### config.mk
export PLATFORM = sky130hd
export DESIGN_NAME = interface_hcsr04
export DESIGN_NICKNAME = d
export VERILOG_FILES = /design/src/rtl/interface_hcsr04.sv
export SDC_FILE = /design/constraint.sdc
export NUM_CORES = 1
export LEC_CHECK = 0
export ABC_CLOCK_PERIOD_IN_PS = 2100
export BUFFER_PORTS_ARGS = -buffer_cell sky130_fd_sc_hd__buf_2
export CORE_UTILIZATION = 60
export DETAILED_ROUTE_END_ITERATION = 16
export PLACE_DENSITY = 0.83
export SYNTH_ARGS = -nofsm -noshare
export SYNTH_HDL_FRONTEND = slang
export SYNTH_SLANG_ARGS = --single-unit
### constraint.sdc
create_clock -name clock -period 2.1 [get_ports clock]
set_input_delay 0 -clock clock [delete_from_list [all_inputs] [get_ports clock]]
set_output_delay 0 -clock clock [all_outputs]
set_load 0.05 [all_outputs]
### src/rtl/interface_hcsr04.sv
// HC-SR04 ultrasonic ranger interface: issues the trigger pulse, times the echo
// and reports the distance as 3-digit BCD centimetres with a one-cycle pronto strobe.
module interface_hcsr04 #(
  parameter int unsigned CLK_PER_CM     = 2941,
  parameter int unsigned HALF_CM        = 1470,
  parameter int unsigned TRIGGER_CYCLES = 500
) (
  input  logic        clock,
  input  logic        reset,
  input  logic        medir,
  input  logic        echo,
  output logic        trigger,
  output logic [11:0] medida,
  output logic        pronto,
  output logic [3:0]  db_estado
);

  localparam int unsigned CW = $clog2(CLK_PER_CM);
  localparam int unsigned TW = $clog2(TRIGGER_CYCLES);
  localparam logic [CW-1:0] CYC_LAST  = CW'(CLK_PER_CM - 1);
  localparam logic [CW-1:0] HALF_V    = CW'(HALF_CM);
  localparam logic [TW-1:0] TRIG_LAST = TW'(TRIGGER_CYCLES - 1);

  typedef enum logic [3:0] {
    INICIAL       = 4'h0,
    PREPARACAO    = 4'h1,
    ENVIA_TRIGGER = 4'h2,
    ESPERA_ECHO   = 4'h3,
    MEDIDA        = 4'h4,
    ARMAZENAMENTO = 4'h5,
    FINAL_MEDIDA  = 4'hF
  } state_t;

  // Handshake: medir is a level request, acted on only at its rising edge while
  // idle; pronto is a single-cycle strobe, and medida is valid from that cycle on.

  state_t        state_q, state_d;
  logic [CW-1:0] cyc_q, cyc_d;
  logic [11:0]   bcd_q, bcd_d;
  logic [TW-1:0] trig_cnt_q, trig_cnt_d;
  logic [11:0]   medida_q, medida_d;
  logic          trigger_q, trigger_d;
  logic          pronto_q, pronto_d;
  logic          medir_q;
  logic          echo_s1_q, echo_s2_q;
  logic          medir_rise;

  // Saturating BCD increment with decade ripple carry.
  function automatic logic [11:0] bcd_inc(input logic [11:0] v);
    logic [11:0] r;
    r = v;
    if (v != 12'h999) begin
      if (v[3:0] != 4'd9) begin
        r[3:0] = v[3:0] + 4'd1;
      end else begin
        r[3:0] = 4'd0;
        if (v[7:4] != 4'd9) begin
          r[7:4] = v[7:4] + 4'd1;
        end else begin
          r[7:4]  = 4'd0;
          r[11:8] = v[11:8] + 4'd1;
        end
      end
    end
    return r;
  endfunction

  assign medir_rise = medir & ~medir_q;

  always_comb begin
    state_d    = state_q;
    cyc_d      = cyc_q;
    bcd_d      = bcd_q;
    trig_cnt_d = trig_cnt_q;
    medida_d   = medida_q;
    case (state_q)
      INICIAL: begin
        if (medir_rise) state_d = PREPARACAO;
      end
      PREPARACAO: begin
        cyc_d      = '0;
        bcd_d      = 12'h000;
        trig_cnt_d = '0;
        state_d    = ENVIA_TRIGGER;
      end
      ENVIA_TRIGGER: begin
        if (trig_cnt_q == TRIG_LAST) state_d = ESPERA_ECHO;
        else                         trig_cnt_d = trig_cnt_q + 1'b1;
      end
      ESPERA_ECHO: begin
        if (echo_s2_q) state_d = MEDIDA;
      end
      MEDIDA: begin
        if (echo_s2_q) begin
          if (cyc_q == CYC_LAST) begin
            cyc_d = '0;
            bcd_d = bcd_inc(bcd_q);
          end else begin
            cyc_d = cyc_q + 1'b1;
          end
        end else begin
          state_d = ARMAZENAMENTO;
        end
      end
      ARMAZENAMENTO: begin
        // Round half up on the leftover fraction of a centimetre.
        medida_d = (cyc_q >= HALF_V) ? bcd_inc(bcd_q) : bcd_q;
        state_d  = FINAL_MEDIDA;
      end
      FINAL_MEDIDA: begin
        state_d = INICIAL;
      end
      default: begin
        state_d = INICIAL;
      end
    endcase
    trigger_d = (state_d == ENVIA_TRIGGER);
    pronto_d  = (state_d == FINAL_MEDIDA);
  end

  always_ff @(posedge clock or posedge reset) begin
    if (reset) begin
      state_q    <= INICIAL;
      cyc_q      <= '0;
      bcd_q      <= 12'h000;
      trig_cnt_q <= '0;
      medida_q   <= 12'h000;
      trigger_q  <= 1'b0;
      pronto_q   <= 1'b0;
      medir_q    <= 1'b0;
      echo_s1_q  <= 1'b0;
      echo_s2_q  <= 1'b0;
    end else begin
      state_q    <= state_d;
      cyc_q      <= cyc_d;
      bcd_q      <= bcd_d;
      trig_cnt_q <= trig_cnt_d;
      medida_q   <= medida_d;
      trigger_q  <= trigger_d;
      pronto_q   <= pronto_d;
      medir_q    <= medir;
      echo_s1_q  <= echo;
      echo_s2_q  <= echo_s1_q;
    end
  end

  assign trigger   = trigger_q;
  assign pronto    = pronto_q;
  assign medida    = medida_q;
  assign db_estado = state_q;

endmodule

==> impl_metrics.json <==
{
  "ys_seq_area_frac": 0.452,
  "post-synth-top-area-fraction": 0.452,
  "antenna_found_initial": 0,
  "pwr-share-comb": 0.349,
  "syn2layout_area_growth_pct": 11.0,
  "post_dp_cell_area_mm2": 0.00320,
  "finalWirelength_um": 6110,
  "cts_sinks": 54,
  "seqPwrFrac": 0.445,
  "hold_viol": 0,
  "globalRouteMet1Util": 0.387,
  "rsz0062_at_grt": "no",
  "postCtsSetupBuffers": 0,
  "synthesis.nets": 320,
  "synth_top_cell_by_area": "dfrtp_1",
  "grt_pass1_vias": 2181,
  "drc_errors": 0,
  "crit_fanout": 9,
  "power.density_mw_per_mm2": 872,
  "yosys-top-cells-count": "dfrtp_1, nor2_1, nand2_1",
  "p_int_w": 0.00175,
  "cp.arrival_ps": 2090,
  "setup_violations": 0,
  "cts_max_path_buffers": 2,
  "tns_ps": 0,
  "final_cells": 407,
  "vias": 2392,
  "portBuffers": 21,
  "rows": 25,
  "start_util": 0.629,
  "power_w": 0.00290,
  "ir_drop_mv": 0.797,
  "async_flop_share": 1.00,
  "wire_per_inst_um": 15.0,
  "htree_levels": 2,
  "grt_pass1_wl_um": 10500,
  "slew_viol_final": 0,
  "grt_usage": 0.259,
  "cp.required_ps": 2310,
  "fin_ws_ps": 223,
  "hpwl_um": 4230,
  "synth_area_mm2": 0.00299,
  "finalInstanceArea_mm2": 0.00332,
  "dpl_worst_slack_ps": 236,
  "drive_above_1_share": 0.168,
  "fin_nets": 349,
  "grt.overflow.total": 0,
  "p_switching_w": 0.00114,
  "cts_tree": "built",
  "diodes": 0,
  "numCtsBuffers": 5,
  "max-cap-violations": 0,
  "p_leak_nw": 1.49,
  "ant_nets": 0,
  "rr_worst_depth": 7,
  "post_drt_via_cell_ratio": 5.88,
  "fmax_mhz": 533,
  "fp.dieArea_mm2": 0.00527,
  "power.share.clock": 0.206,
  "final.min_clock_period_ps": 1880,
  "grt_max_degree": 55,
  "worstReg2RegStart": "cyc_q[0]",
  "die_x_um": 72.6,
  "skew_ps": 9.24,
  "yosysWarnings": 0,
  "drt_iter0_drc": 249,
  "dp_cells": 396,
  "grt_use_met2": 0.388,
  "switching_share": 0.394,
  "avgSynthCellArea_um2": 9.65,
  "grt_use_met3": 0.0497,
  "fillCellCount": 375,
  "slew_headroom": 0.670,
  "dieHeight_um": 72.6,
  "tightest_slew_ps": 490,
  "worstHoldPathType": "input port to async pin",
  "period_share": 0.894,
  "worstSetupPathType": "register to register",
  "status": "complete, no violations",
  "clk_pin_slew_ps": 100,
  "cp-startpoint": "cyc_q[0]",
  "firstDrtPassIters": 5,
  "busiest_layer": "met2",
  "core_area_mm2": 0.00475,
  "synth_edf_count": 0,
  "endpoint_kind": "register",
  "ioPinCount": 22,
  "synthCells": 310,
  "synthTopCellsByArea": "dfrtp_1, xor2_1, nor2_1, nand3_1, nand2_1",
  "ys_types": 59,
  "setup.worst_path.start_class": "register",
  "synth_flop_cell": "dfrtp_1",
  "post_cts_resize_count": 0,
  "cts_hold_buf": 3,
  "synth_seq_cells": 54,
  "synth_most_common_cell": "dfrtp_1",
  "gp_congestion": 0.915,
  "clock_latency_ps": 310,
  "cts_root_buffer": "clkbuf_8"
}
[final cells by class]
cell class	instances	area, um2	share of cell area
Multi-Input combinational cell	227	1510	0.454
Sequential cell	54	1350	0.407
Timing Repair Buffer	34	223	0.0671
Tap cell	67	83.8	0.0252
Clock inverter	1	5.00	0.00151
Clock buffer	7	86.3	0.0260
Inverter	17	63.8	0.0192
[placed cells by master, fill, tap and decap left out, types with 3 or more instances in the layout]
master,count
o31ai_2,3
o31ai_1,3
nand3_1,19
a21oi_1,9
clkbuf_8,6
nor3_1,10
buf_2,21
nand2b_1,7
o21ai_0,11
dlygate4sd3_1,3
a31oi_1,4
inv_1,15
and4_1,3
xor2_1,15
buf_4,9
nand2_1,23
ha_1,6
or3_1,4
xnor2_1,7
dfrtp_1,54
o22ai_1,3
o21ai_1,14
nand4_1,9
nor2_1,33
mux2i_1,3
[stage by stage]
| step | hold slack, ps | utilization |
|---|---|---|
| after floorplan | 31.4 | - |
| after global placement | 66.9 | 0.673 |
| after detailed placement | 69.7 | 0.673 |
| after CTS | 289 | 0.698 |
| after global routing | 292 | 0.698 |
| final | 255 | 0.698 |
[cell families after synthesis]
| kind of cell | Yosys count | synth area share |
|---|---|---|
| adder cells (fa/ha/maj) | 6 | 0.0251 |
| XOR/XNOR | 22 | 0.0644 |
| flip-flops | 54 | 0.452 |
| AO/OA/AOI/OAI | 61 | 0.145 |
| multiplexers | 3 | 0.0100 |
| AND/OR/NAND/NOR | 135 | 0.259 |
| buffers and inverters | 29 | 0.0439 |
[worst max-delay path, cell delays in order, from the launching register on]
cell,delay [ps]
dfrtp_1,430
inv_1,90
ha_1,130
nor2b_1,120
nand4_1,150
buf_4,210
or2_1,370
o31ai_1,280
[sequential cells by signal (all words and copies together), names as in the netlist]
register	count
bcd_q	12
cyc_q	12
db_estado	4
echo_s1_q	1
echo_s2_q	1
medida	12
medir_q	1
pronto	1
trig_cnt_q	9
trigger	1
[power groups by stage]
stage | clock network [W] | logic, W | registers (W)
6_report | 0.000597 | 0.00101 | 0.00129
3_3_place_gp | 0 | 0.000979 | 0.00130
4_1_cts | 0.000603 | 0.00101 | 0.00129
2_1_floorplan | 0 | 0.000561 | 0.00148
3_5_place_dp | 0 | 0.00100 | 0.00131
5_1_grt | 0.000640 | 0.00110 | 0.00131
[path summary, 6_finish.rpt]
| path | end | slack (ps) |
|---|---|---|
| min in group clock | echo_s1_q | 330 |
| worst max register to register | bcd_q[1] | 220 |
| max in group asynchronous | bcd_q[6] | 1580 |
| worst min register to register | echo_s2_q | 360 |
| worst min-delay path | medida[6] | 250 |
| worst max-delay path | bcd_q[1] | 220 |
[routing by layer]
layer / part of all wire / up-vias
li1: - / 1162
met1: 0.49 / 1152
met2: 0.45 / 73
met3: 0.048 / 5
met4: 0.010 / 0
met5: 0 / -
Note: power is estimated with default switching activity, not from simulation.
